==> config.mk <==
export PLATFORM = sky130hd
export DESIGN_NAME = vote_tally_arbiter_flat
export DESIGN_NICKNAME = d
export VERILOG_FILES = /design/src/rtl/vote_tally_arbiter_if.sv /design/src/rtl/vote_tally_arbiter.sv /design/src/flat_wrapper.sv
export SDC_FILE = /design/constraint.sdc
export NUM_CORES = 1
export LEC_CHECK = 0
export CAP_MARGIN = 0
export CORE_AREA = 2 2 103 105
export CTS_BUF_LIST = sky130_fd_sc_hd__clkbuf_16
export DETAILED_ROUTE_END_ITERATION = 10
export DIE_AREA = 0 0 105 107
export PLACE_DENSITY = 0.6
export SETUP_SLACK_MARGIN = 0.05
export SKIP_LAST_GASP = 1
export SYNTH_ARGS = -nofsm -noshare
export SYNTH_HDL_FRONTEND = slang
export SYNTH_SLANG_ARGS = --single-unit
==> constraint.sdc <==
create_clock -name clk -period 5.3 [get_ports clk]
set_clock_uncertainty 0.1 [all_clocks]
set_input_delay 1.06 -clock clk [delete_from_list [all_inputs] [get_ports clk]]
set_output_delay 1.06 -clock clk [all_outputs]
set_load 0.03 [all_outputs]
==> src/rtl/vote_tally_arbiter_if.sv <==
// Booth/readout bus of the vote tally arbiter: vote requests and grants,
// session control pulses and result readout.
interface vote_tally_arbiter_if #(
    parameter int N_BOOTH = 4,
    parameter int N_CAND  = 4,
    parameter int CAND_W  = 2
);
    logic                        open_poll;
    logic                        close_poll;
    logic                        clear;
    logic [N_BOOTH-1:0]          req;
    logic [N_BOOTH*CAND_W-1:0]   cand_sel;
    logic [N_BOOTH-1:0]          grant;
    logic [CAND_W-1:0]           rd_cand;
    logic [9:0]                  tally;
    logic [11:0]                 total;
    logic [1:0]                  state;
    logic [N_CAND-1:0]           sat;

    modport master (
        output open_poll, close_poll, clear, req, cand_sel, rd_cand,
        input  grant, tally, total, state, sat
    );

    modport slave (
        input  open_poll, close_poll, clear, req, cand_sel, rd_cand,
        output grant, tally, total, state, sat
    );
endinterface

==> src/rtl/vote_tally_arbiter.sv <==
// Polling-session controller: round-robin arbitration of booth votes into a
// shared bank of saturating per-candidate tallies, gated by a session FSM.
module vote_tally_arbiter #(
    parameter int N_BOOTH   = 4,
    parameter int N_CAND    = 4,
    parameter int CAND_W    = 2,
    parameter int MAX_COUNT = 999
) (
    input logic                  clk,
    input logic                  reset,
    vote_tally_arbiter_if.slave  bus
);
    localparam int         PTR_W = (N_BOOTH > 1) ? $clog2(N_BOOTH) : 1;
    localparam logic [9:0] MAX_C = 10'(MAX_COUNT);

    typedef enum logic [1:0] {
        IDLE   = 2'b00,
        OPEN   = 2'b01,
        CLOSED = 2'b10
    } state_e;

    state_e               state_q, state_d;
    logic [N_BOOTH-1:0]   grant_q, grant_d;
    logic [N_BOOTH-1:0]   elig;
    logic [PTR_W-1:0]     ptr_q, ptr_d;
    logic [PTR_W-1:0]     idx, win_idx;
    logic                 win_found;
    logic                 vote;
    logic [CAND_W-1:0]    booth_cand [N_BOOTH];
    logic [CAND_W-1:0]    win_cand;
    logic [9:0]           count_q [N_CAND];
    logic [9:0]           count_d [N_CAND];
    logic [11:0]          total_q, total_d;
    logic [N_CAND-1:0]    sat_q, sat_d;
    logic [9:0]           tally_q, tally_d;

    always_comb begin
        state_d = state_q;
        case (state_q)
            IDLE:    if (bus.open_poll)  state_d = OPEN;
            OPEN:    if (bus.close_poll) state_d = CLOSED;
            CLOSED:  if (bus.clear)      state_d = IDLE;
            default: state_d = IDLE;
        endcase
    end

    // grant_q doubles as the last-grant mask: a just-granted booth sits out one edge.
    always_comb begin
        for (int unsigned b = 0; b < N_BOOTH; b++) begin
            booth_cand[b] = bus.cand_sel[b*CAND_W +: CAND_W];
        end
        elig      = bus.req & ~grant_q;
        win_found = 1'b0;
        win_idx   = ptr_q;
        idx       = '0;
        for (int unsigned i = 1; i <= N_BOOTH; i++) begin
            idx = PTR_W'((32'(ptr_q) + i) % N_BOOTH);
            if (!win_found && elig[idx]) begin
                win_found = 1'b1;
                win_idx   = idx;
            end
        end
        vote     = (state_q == OPEN) && !bus.close_poll && win_found;
        win_cand = booth_cand[win_idx];
    end

    always_comb begin
        grant_d = '0;
        ptr_d   = ptr_q;
        count_d = count_q;
        total_d = total_q;
        sat_d   = sat_q;
        tally_d = (int'(bus.rd_cand) < N_CAND) ? count_q[bus.rd_cand] : '0;
        if (vote) begin
            grant_d[win_idx] = 1'b1;
            ptr_d            = win_idx;
            if (int'(win_cand) < N_CAND) begin
                if (count_q[win_cand] == MAX_C) begin
                    sat_d[win_cand] = 1'b1;
                end else begin
                    count_d[win_cand] = count_q[win_cand] + 10'd1;
                    total_d           = total_q + 12'd1;
                end
            end
        end
        if (state_q == CLOSED && bus.clear) begin
            for (int unsigned c = 0; c < N_CAND; c++) begin
                count_d[c] = '0;
            end
            total_d = '0;
            sat_d   = '0;
        end
    end

    always_ff @(posedge clk or posedge reset) begin
        if (reset) begin
            state_q <= IDLE;
            grant_q <= '0;
            ptr_q   <= PTR_W'(N_BOOTH - 1);
            for (int unsigned c = 0; c < N_CAND; c++) begin
                count_q[c] <= '0;
            end
            total_q <= '0;
            sat_q   <= '0;
            tally_q <= '0;
        end else begin
            state_q <= state_d;
            grant_q <= grant_d;
            ptr_q   <= ptr_d;
            count_q <= count_d;
            total_q <= total_d;
            sat_q   <= sat_d;
            tally_q <= tally_d;
        end
    end

    assign bus.grant = grant_q;
    assign bus.state = state_q;
    assign bus.tally = tally_q;
    assign bus.total = total_q;
    assign bus.sat   = sat_q;
endmodule

==> src/flat_wrapper.sv <==
// flat-port wrapper written by rule: the top's interface ports become plain ports
module vote_tally_arbiter_flat 
#(
    parameter int N_BOOTH   = 4,
    parameter int N_CAND    = 4,
    parameter int CAND_W    = 2,
    parameter int MAX_COUNT = 999
)
  (clk, reset, bus_open_poll, bus_close_poll, bus_clear, bus_req, bus_cand_sel, bus_rd_cand, bus_grant, bus_tally, bus_total, bus_state, bus_sat);
  vote_tally_arbiter_if #(.N_BOOTH(N_BOOTH), .N_CAND(N_CAND), .CAND_W(CAND_W)) bus_i ();
  input logic clk;
  input logic reset;
  input wire logic [$bits(bus_i.open_poll)-1:0] bus_open_poll;
  input wire logic [$bits(bus_i.close_poll)-1:0] bus_close_poll;
  input wire logic [$bits(bus_i.clear)-1:0] bus_clear;
  input wire logic [$bits(bus_i.req)-1:0] bus_req;
  input wire logic [$bits(bus_i.cand_sel)-1:0] bus_cand_sel;
  input wire logic [$bits(bus_i.rd_cand)-1:0] bus_rd_cand;
  output wire logic [$bits(bus_i.grant)-1:0] bus_grant;
  output wire logic [$bits(bus_i.tally)-1:0] bus_tally;
  output wire logic [$bits(bus_i.total)-1:0] bus_total;
  output wire logic [$bits(bus_i.state)-1:0] bus_state;
  output wire logic [$bits(bus_i.sat)-1:0] bus_sat;
  assign bus_i.open_poll = bus_open_poll;
  assign bus_i.close_poll = bus_close_poll;
  assign bus_i.clear = bus_clear;
  assign bus_i.req = bus_req;
  assign bus_i.cand_sel = bus_cand_sel;
  assign bus_i.rd_cand = bus_rd_cand;
  assign bus_grant = bus_i.grant;
  assign bus_tally = bus_i.tally;
  assign bus_total = bus_i.total;
  assign bus_state = bus_i.state;
  assign bus_sat = bus_i.sat;
  vote_tally_arbiter #(.N_BOOTH(N_BOOTH), .N_CAND(N_CAND), .CAND_W(CAND_W), .MAX_COUNT(MAX_COUNT)) u_core (.clk(clk), .reset(reset), .bus(bus_i));
endmodule
### Word-level counts from Yosys, hierarchy flattened

Index checks and enable logic that the tools add are counted.

| operators by class | value |
|---|---|
| $add $sub $neg | 6 |
| $lt $le $gt $ge | 12 |
| equal/unequal tests | 7 |
| multiplexer cells | 46 |
| bitwise gates (word level) | 6 |
| reduce and logical (&&, ||, !) cells | 19 |

Operator list:

| kind | count |
|---|---|
| 40-bit 2-to-1 mux | 3 |
| 10-bit 2-to-1 mux | 5 |
| 10-bit binary-select mux with 2-bit select | 2 |
| 40-bit bitwise mux | 1 |
| 12-bit 2-to-1 mux | 3 |
| 10-bit demux with 2-bit select | 1 |
| 2-bit by 3-bit less-than comparator with 1-bit output (second input constant) | 6 |
| 2-bit 2-to-1 mux | 9 |
| 4-bit 2-to-1 mux | 4 |
| 12-bit by 1-bit adder with 12-bit output (second input constant) | 1 |
| 10-bit by 1-bit adder with 10-bit output (second input constant) | 1 |
| 10-bit equality test (second input constant) | 1 |
| 1-bit 2-to-1 mux | 10 |
| 3-bit >= comparator (second input constant) | 3 |
| 1-bit logical AND | 9 |
| 2-bit NOT with 3-bit output | 3 |
| 1-bit binary-select mux with 2-bit select | 4 |
| 2-bit != test (second input constant) | 4 |
| 2-bit case mux with 3 select lines | 1 |
| 2-bit by 1-bit adder with 2-bit output (second input constant) | 2 |
| 2-bit adder (second input constant) | 2 |
| 4-bit AND | 1 |
| 2-bit binary-select mux with 2-bit select | 1 |
| 1-bit demux with 2-bit select | 2 |
| other kinds (11) | 17 |

| storage, ports and cells | value |
|---|---|
| register bits after elaboration | 74 |
| input port bits | 19 |
| output and inout port bits | 32 |
| logic and storage cells | 106 |

### Logic depth before layout (Yosys ltp)

Gate-level depths: netlist of the first run.

| depth | value |
|---|---|
| word-level depth | 27 |
| mapped depth | 18 |

### Worst setup path before layout of the first run

Ideal clock, no wire load.

| timing | value |
|---|---|
| path kind | input -> register |
| start point | input port bus_req[3] |
| end point | register u_core.total_q[1], in the netlist u_core.bus.total[1] |
| data arrival time | 4.416 ns |
| required time | 5.068 ns |
| slack | 0.651 ns |
| stages on the path | 17 |
| buffers on the path | 3 |
| path through | nor2b_1 -> a2bb2oi_1 -> mux2_4 -> nand2_1 -> mux4_2 -> buf_2 -> mux2i_1 -> mux2i_1 -> ha_1 -> inv_1 -> a211oi_1 -> nor2_1 -> o31ai_4 -> buf_6 -> buf_6 -> mux2i_1 -> nor2_1 |

| on the way | value |
|---|---|
| longest elaborated chain between the ends | 24 |
| elaborated cells between the ends (all ways) | 36 |
| those cells by class | eq/ne (2); mux (22); bitwise (3); reduce/logical (9) |

Ends and longest elaborated chain:

| item | line | source |
|---|---|---|
| start, declared | flat_wrapper.sv:16 | `input wire logic [$bits(bus_i.req)-1:0] bus_req;` |
| 4-bit AND * | vote_tally_arbiter.sv:52 | `elig = bus.req & ~grant_q;` |
| 1-bit binary-select mux with 2-bit select | vote_tally_arbiter.sv:58 | `if (!win_found && elig[idx]) begin` |
| 1-bit 2-to-1 mux (implied by the code) | vote_tally_arbiter.sv:58 |  |
| 1-bit 2-to-1 mux | vote_tally_arbiter.sv:58 |  |
| 1-bit logical NOT | vote_tally_arbiter.sv:58 |  |
| 1-bit logical AND | vote_tally_arbiter.sv:58 |  |
| 1-bit 2-to-1 mux | vote_tally_arbiter.sv:58 |  |
| 1-bit logical NOT | vote_tally_arbiter.sv:58 |  |
| (+6 left out) | n/a |  |
| 2-bit binary-select mux with 2-bit select | vote_tally_arbiter.sv:64 | `win_cand = booth_cand[win_idx];` |
| 2-bit 2-to-1 mux (implied by the code) (2 in series) | vote_tally_arbiter.sv:64 |  |
| 2-bit NOT with 3-bit output (implied by the code) | vote_tally_arbiter.sv:78 | `if (count_q[win_cand] == MAX_C) begin` |
| 10-bit binary-select mux with 2-bit select | vote_tally_arbiter.sv:78 |  |
| 10-bit 2-to-1 mux (implied by the code) (2 in series) | vote_tally_arbiter.sv:78 |  |
| 10-bit equality test | vote_tally_arbiter.sv:78 |  |
| 2-bit != test (no source line) | n/a |  |
| 2-bit AND reduction (no source line) * | n/a |  |
| end signal, assigned | vote_tally_arbiter.sv:111 | `total_q <= total_d;` |
| end, declared | vote_tally_arbiter.sv:33 | `logic [11:0] total_q, total_d;` |

Mark *: on every way between the ends. The rest lies on a longest branch, timed or not. The select of a mux whose other input is x is not followed.
A chain may end at the register's enable or synchronous reset.

### Worst setup path after layout of the first run

| timing | value |
|---|---|
| start point | input port bus_req[3] |
| end point | register u_core.total_q[5], in the netlist u_core.bus.total[5] |

Same word-level chain as after synthesis.

==> results of run 1 <==
==> stage by stage <==
stage               TNS [ns]  hold WS, ns  cell area, sq um
detailed placement   -0.0517        0.389              4890
floorplan                  0        0.378              4130
finish                     0        0.401              5210
CTS                        0        0.401              5210
global placement           0        0.367              4890
global route               0        0.416              5210
==> power by group through the flow <==
stage	registers (mW)	clock network, mW	logic (mW)
after CTS	0.880	0.659	1.41
final	0.881	0.650	1.41
after global routing	0.905	0.690	1.54
after floorplan	0.943	0	0.889
after detailed placement	0.887	0	1.39
after global placement	0.883	0	1.38
==> critical path: cells and delay by family <==
kind / cells / cell delay [ns]
simple gates: 5 / 1.33
mux: 2 / 0.95
buf+inv: 3 / 0.80
compound gates: 5 / 0.76
fa+ha+maj: 1 / 0.21
==> worst max-delay path by stage <==
stage	from	end	depth (start not counted)
floorplan	bus_req[3]	u_core.bus.total[1]$_DFFE_PP0P_	17
global route	bus_req[3]	u_core.bus.total[1]$_DFFE_PP0P_	17
global placement	bus_req[3]	u_core.bus.total[5]$_DFFE_PP0P_	16
CTS	bus_req[3]	u_core.bus.total[5]$_DFFE_PP0P_	16
finish	bus_req[3]	u_core.bus.total[5]$_DFFE_PP0P_	16
detailed placement	bus_req[3]	u_core.bus.total[5]$_DFFE_PP0P_	16
==> layer usage <==
metal	up-vias	GRT usage (%)	share of wire, %
met1	1764	28.2	46
li1	1625	-	-
met5	-	0	0
met4	0	5.71	1.1
met2	90	32.7	48
met3	10	4.44	4.5
==> layout make-up <==
cell class	instances	area (sq um)	share of cell area, %
clock buffer	9	225	4.32
sequential	74	1850	35.6
inverter	14	52.6	1.01
tap	136	170	3.27
multi-input combinational	292	2100	40.4
clock inverter	7	93.8	1.80
timing repair buffer	76	708	13.6
==> cell families after synthesis <==
family                   after synthesis  share of synthesized area, %
buffers and inverters                 41                          4.42
XOR/XNOR                               7                          1.48
AO/OA/AOI/OAI                         80                          14.1
adder cells (fa/ha/maj)                2                         0.605
flip-flops                            74                          44.9
AND/OR/NAND/NOR                      157                          19.6
multiplexers                          46                          14.9
==> flip-flops by register name (all words and copies together), names as in the netlist <==
name              count
u_core.count_q       40
u_core.bus.total     12
u_core.bus.tally     10
u_core.bus.grant      4
u_core.bus.sat        4
u_core.bus.state      2
u_core.ptr_q          2
==> cells in the final DEF (no fill, tap or decap), types with 8 or more instances in the layout <==
cell type and count:
dfrtp_1 72, nand2_1 50, clkdlybuf4s50_1 50, mux2i_1 32, buf_4 25, nand3_1 24
o21ai_0 19, nor2_1 15, and3_1 14, inv_1 13, mux4_2 12, nor3_1 12
a21oi_1 9, clkbuf_16 9, o31ai_1 8
==> timing repair <==
item,in CTS,in global routing
endpoints found under the hold margin,0,0
setup endpoints to repair,0,4
gates resized for setup,0,1
==> flow_metrics.py, run 1 <==
metrics = {
    "setup_path": {
        "cp_max_fo": 22,
        "cp-start-kind": "primary input",
        "crit_slowest_cell": "mux4_2",
        "cp.arrival_ns": 5.12,
        "timing.rr.start": "u_core.bus.grant[1]$_DFF_PP0_",
        "crit_top_cell": "nand2_1",
        "cp_cell_sequence": "clkdlybuf4s50_1, nor2b_1, a2bb2oi_1, mux2_4, nand2_1, mux4_2, a311oi_1, a32oi_1, ha_1, inv_1, a211oi_1, nor2_2, o31ai_4, buf_4, or4b_2, nand2_1",
        "rr_endpoint": "u_core.bus.total[5]$_DFFE_PP0P_",
        "cp_slowest_stage_delay_ns": 0.66,
        "crit_required_ns": 5.47,
        "ff2ff_path_depth": 15,
        "r2r_slack_ns": 1.15,
        "critical_path_class": "in2reg",
        "end_kind": "flip-flop",
    },
    "floorplanning": {
        "floorplan.rows": 37,
        "io_pins": 51,
        "initial_core_util_pct": 41.0,
        "core_sq_mm": 0.0101,
        "fp.dieArea_sq_mm": 0.0112,
        "die_x_um": 105,
        "die_h_um": 107,
    },
    "timing": {
        "finalHoldViolCount": 0,
        "worstMarginPinSlew_ns": 0.935,
        "setup_ws_ns": 0.354,
        "setup_viol": 0,
        "slew_headroom_pct": 37.6,
        "slew_violations": 0,
        "min_period_ns": 4.95,
        "post-route-period-util_pct": 93.3,
        "rsz0062_at_grt": "false",
        "max_clock_freq_mhz": 202,
    },
    "synth": {
        "synth-seq-area-share_pct": 44.9,
        "synthTopCellsByCount": "dfrtp_1, nand2_1, mux2i_1",
        "syn_inst": 407,
        "async_reset_ff_share_pct": 100,
        "netlist_top_cells_area": "dfrtp_1, mux2i_1, mux4_2",
        "yosysMostFrequentCell": "dfrtp_1",
        "synth_fp_nets": 428,
        "yosysTopAreaCell": "dfrtp_1",
        "syn_area_per_cell_sq_um": 10.2,
        "synth_top_flop_cell": "dfrtp_1",
        "synth_top_area_share_pct": 43.6,
        "ys_seq_elements": 74,
        "syn_area_sq_mm": 0.00413,
        "yosysWarnings": 0,
        "synth_edf_count": 0,
        "ys_types": 56,
    },
    "global_routing": {
        "grt_max_degree": 46,
        "antenna_found_initial": 0,
        "overflow": 0,
        "grt_use_total_pct": 20.5,
        "grt_pass1_vias": 3317,
        "grt_pass1_wl_um": 17900,
    },
    "clock_network": {
        "cts_tree": "built",
        "cts-root-buf": "clkbuf_16",
        "htree_levels": 3,
        "postCtsSetupBuffers": 0,
        "hold_buffers": 0,
        "clk-insertion-delay-late_ns": 0.34,
        "numCtsBuffers": 9,
        "path_clk_slew_ns": 0.06,
        "ctsLongestPathBuffers": 2,
        "clock_sinks": 74,
    },
    "power": {
        "power.density_mw_per_mm2": 565,
        "p_int_mw": 1.74,
        "p_sw_mw": 1.20,
        "seq_power_share_pct": 29.9,
        "peakVddDrop_uv": 295,
        "power_frac_comb_pct": 48.0,
        "power_mw": 2.94,
        "clock_power_share_pct": 22.1,
        "leakage_nw": 2.35,
        "swShare_pct": 40.8,
    },
    "detailed_routing": {
        "wl_per_cell_um": 18.0,
        "num_vias": 3489,
        "drt_iter0_markers": 166,
        "ant_nets": 0,
        "vias_per_cell": 5.74,
        "wl_um": 10900,
        "drtPass1Iterations": 4,
        "drc": 0,
    },
    "place": {
        "pre_cts_ws_ns": -0.0299,
        "dp.cells": 592,
        "io_buffer_count": 50,
        "place_congestion": 0.874,
        "dp_hpwl_um": 7700,
    },
    "finish": {
        "fin_nets": 488,
        "area_growth_pct": 26.0,
        "layout.cells.non_filler": 608,
        "filler_cell_count": 973,
        "utilization_pct": 51.6,
        "antenna_cells": 0,
        "drive_gt1_share_pct": 14.8,
    },
    "hold_path": {
        "holdPathEnd": "u_core.bus.sat[0]$_DFFE_PP0P_",
        "hold_path_class": "reg2reg",
        "hold_path_depth": 2,
        "hp-start": "u_core.bus.sat[0]$_DFFE_PP0P_",
    },
    "flow_run": {
        "drv_cap": 0,
    },
    "run_status": {
        "status": "completed",
    },
}
Note: power is estimated with default switching activity, not from simulation.
==> run 2, diff against run 1 <==
CAP_MARGIN = default   (was 0)
CELL_PAD_IN_SITES_DETAIL_PLACEMENT = 0   (was default)
CELL_PAD_IN_SITES_GLOBAL_PLACEMENT = 1   (was default)
PLACE_DENSITY = 0.74   (was 0.6)
SLEW_MARGIN = 15   (was default)
==> run 2 against run 1 <==
Net effect:
- non-clock buffer count rose by 1
- cell area rose by 0.38%
- clock power rose by 7.7%
- setup slack improved by 0.051 ns
- largest power group unchanged
- wire length rose by 1.5%
- largest cell class unchanged
- critical path depth did not move
- sequential share of layout area fell by 0.14 points
- sequential cell count did not move
==> flow_metrics.py, run 2 (synthesis gave the netlist of run 1 again) <==
metrics = {
    "run_status": {
        "status": "completed",
    },
    "setup_path": {
        "ff2ff_path_depth": 15,
        "timing.rr.start": "u_core.bus.grant[1]$_DFF_PP0_",
        "rr_endpoint": "u_core.bus.total[5]$_DFFE_PP0P_",
        "cp-start-kind": "primary input",
        "crit_required_ns": 5.47,
        "end_kind": "flip-flop",
        "cp_max_fo": 22,
        "critical_path_class": "in2reg",
        "crit_start": "bus_req[3]",
        "r2r_slack_ns": 1.17,
        "crit_path_end": "u_core.bus.total[5]$_DFFE_PP0P_",
        "cp.arrival_ns": 5.06,
    },
    "global_routing": {
        "grt_pass1_vias": 3484,
        "antenna_found_initial": 0,
        "overflow": 0,
        "grt_max_degree": 46,
        "grt_pass1_wl_um": 18200,
        "grt_use_total_pct": 20.5,
    },
    "flow_run": {
        "drv_cap": 0,
    },
    "timing": {
        "min_period_ns": 4.89,
        "slew_violations": 0,
        "worstMarginPinSlew_ns": 0.890,
        "post-route-period-util_pct": 92.3,
        "rsz0062_at_grt": "false",
        "setup_viol": 0,
        "tns_ns": 0,
        "finalHoldViolCount": 0,
        "slew_headroom_pct": 40.7,
        "max_clock_freq_mhz": 204,
        "hold_slack_ns": 0.395,
    },
    "finish": {
        "top_register": "u_core.count_q",
        "utilization_pct": 51.8,
        "antenna_cells": 0,
        "final_common_cell": "dfrtp_1",
        "largest_register_ffs": 40,
        "filler_cell_count": 956,
        "drive_gt1_share_pct": 14.8,
        "area_growth_pct": 26.5,
        "fin_nets": 489,
        "final_cell_mix": "dfrtp_1, nand2_1, clkdlybuf4s50_1",
    },
    "power": {
        "peakVddDrop_uv": 196,
        "power.density_mw_per_mm2": 576,
        "leakage_nw": 2.36,
        "power_mw": 3.01,
    },
    "clock_network": {
        "path_clk_slew_ns": 0.06,
        "clk-insertion-delay-late_ns": 0.33,
        "cts_tree": "built",
        "cts-root-buf": "clkbuf_16",
        "ctsLongestPathBuffers": 2,
        "cts_resized": 0,
        "numCtsBuffers": 9,
        "hold_buffers": 0,
        "postCtsSetupBuffers": 0,
        "clock_sinks": 74,
        "htree_levels": 3,
    },
    "floorplanning": {
        "die_h_um": 107,
        "die_x_um": 105,
        "fp.dieArea_sq_mm": 0.0112,
        "floorplan.rows": 37,
        "initial_core_util_pct": 41.0,
        "core_sq_mm": 0.0101,
        "io_pins": 51,
    },
    "hold_path": {
        "hold_path_class": "reg2reg",
        "hp-start": "u_core.bus.state[1]$_DFFE_PP0P_",
    },
    "detailed_routing": {
        "num_vias": 3480,
        "vias_per_cell": 5.71,
        "drc": 0,
        "wl_um": 11100,
        "ant_nets": 0,
        "drt_iter0_markers": 212,
        "wl_per_cell_um": 18.2,
        "drtPass1Iterations": 4,
    },
    "place": {
        "place_congestion": 0.882,
        "dp_hpwl_um": 7830,
        "io_buffer_count": 50,
    },
}
-- run 2: cell types whose count changed in the layout (fill, tap and decap cells not counted) --
| cell | delta |
|---|---|
| buf_4 | +2 |
| buf_12 | -1 |
| clkinvlp_4 | -1 |
| clkinv_2 | -2 |
| inv_1 | +1 |
| bufinv_16 | +1 |
| clkinv_4 | +1 |
-- run 2: metrics by stage --
stage	setup slack [ns]	instance area [sq um]	cells
2_1_floorplan	0.651	4130	407
3_3_place_gp	0.101	4880	593
3_5_place_dp	-0.0446	4880	593
4_1_cts	0.270	5230	609
5_1_grt	0.121	5230	609
6_report	0.406	5230	609
-- run 2: layout make-up --
class / instances / area [sq um] / share of cell area (%)
clock buffers: 9 / 225 / 4.31
clock inverters: 7 / 119 / 2.27
inverters: 14 / 52.6 / 1.01
multi-input cells: 292 / 2100 / 40.2
flip-flops and latches: 74 / 1850 / 35.5
well taps: 136 / 170 / 3.25
repair buffers: 77 / 703 / 13.4
-- run 2: power by group --
group	total, mW	internal, mW	switching (mW)
Clock	0.700	0.460	0.241
Sequential	0.878	0.741	0.137
Combinational	1.43	0.595	0.839
-- run 2: critical path: stages --
cell and delay (ns):
clkdlybuf4s50_1 0.47, nor2b_1 0.23, a2bb2oi_1 0.12, mux2_4 0.29, nand2_1 0.10, mux4_2 0.66
a311oi_1 0.25, a32oi_1 0.11, ha_1 0.20, inv_1 0.11, a211oi_1 0.08, nor2_2 0.31
o31ai_4 0.13, buf_4 0.22, or4b_2 0.62, nand2_1 0.08
-- run 2: worst min path at each step --
stage               slack, ns                         endpoint  cells past startpoint
finish                   0.40  u_core.bus.state[0]$_DFFE_PP0P_                      1
global route             0.43  u_core.bus.state[0]$_DFFE_PP0P_                      1
CTS                      0.40  u_core.bus.state[0]$_DFFE_PP0P_                      1
detailed placement       0.40  u_core.bus.state[0]$_DFFE_PP0P_                      1
global placement         0.40    u_core.count_q[8]$_DFFE_PP0P_                      2
floorplan                0.38    u_core.count_q[3]$_DFFE_PP0P_                      2
-- run 2: metal layers --
| layer | track usage (%) | part of all wire (%) |
|---|---|---|
| met2 | 33.6 | 48 |
| met1 | 28.0 | 45 |
| met4 | 6.10 | 1.5 |
| met3 | 3.59 | 5.8 |
| met5 | 0 | 0 |
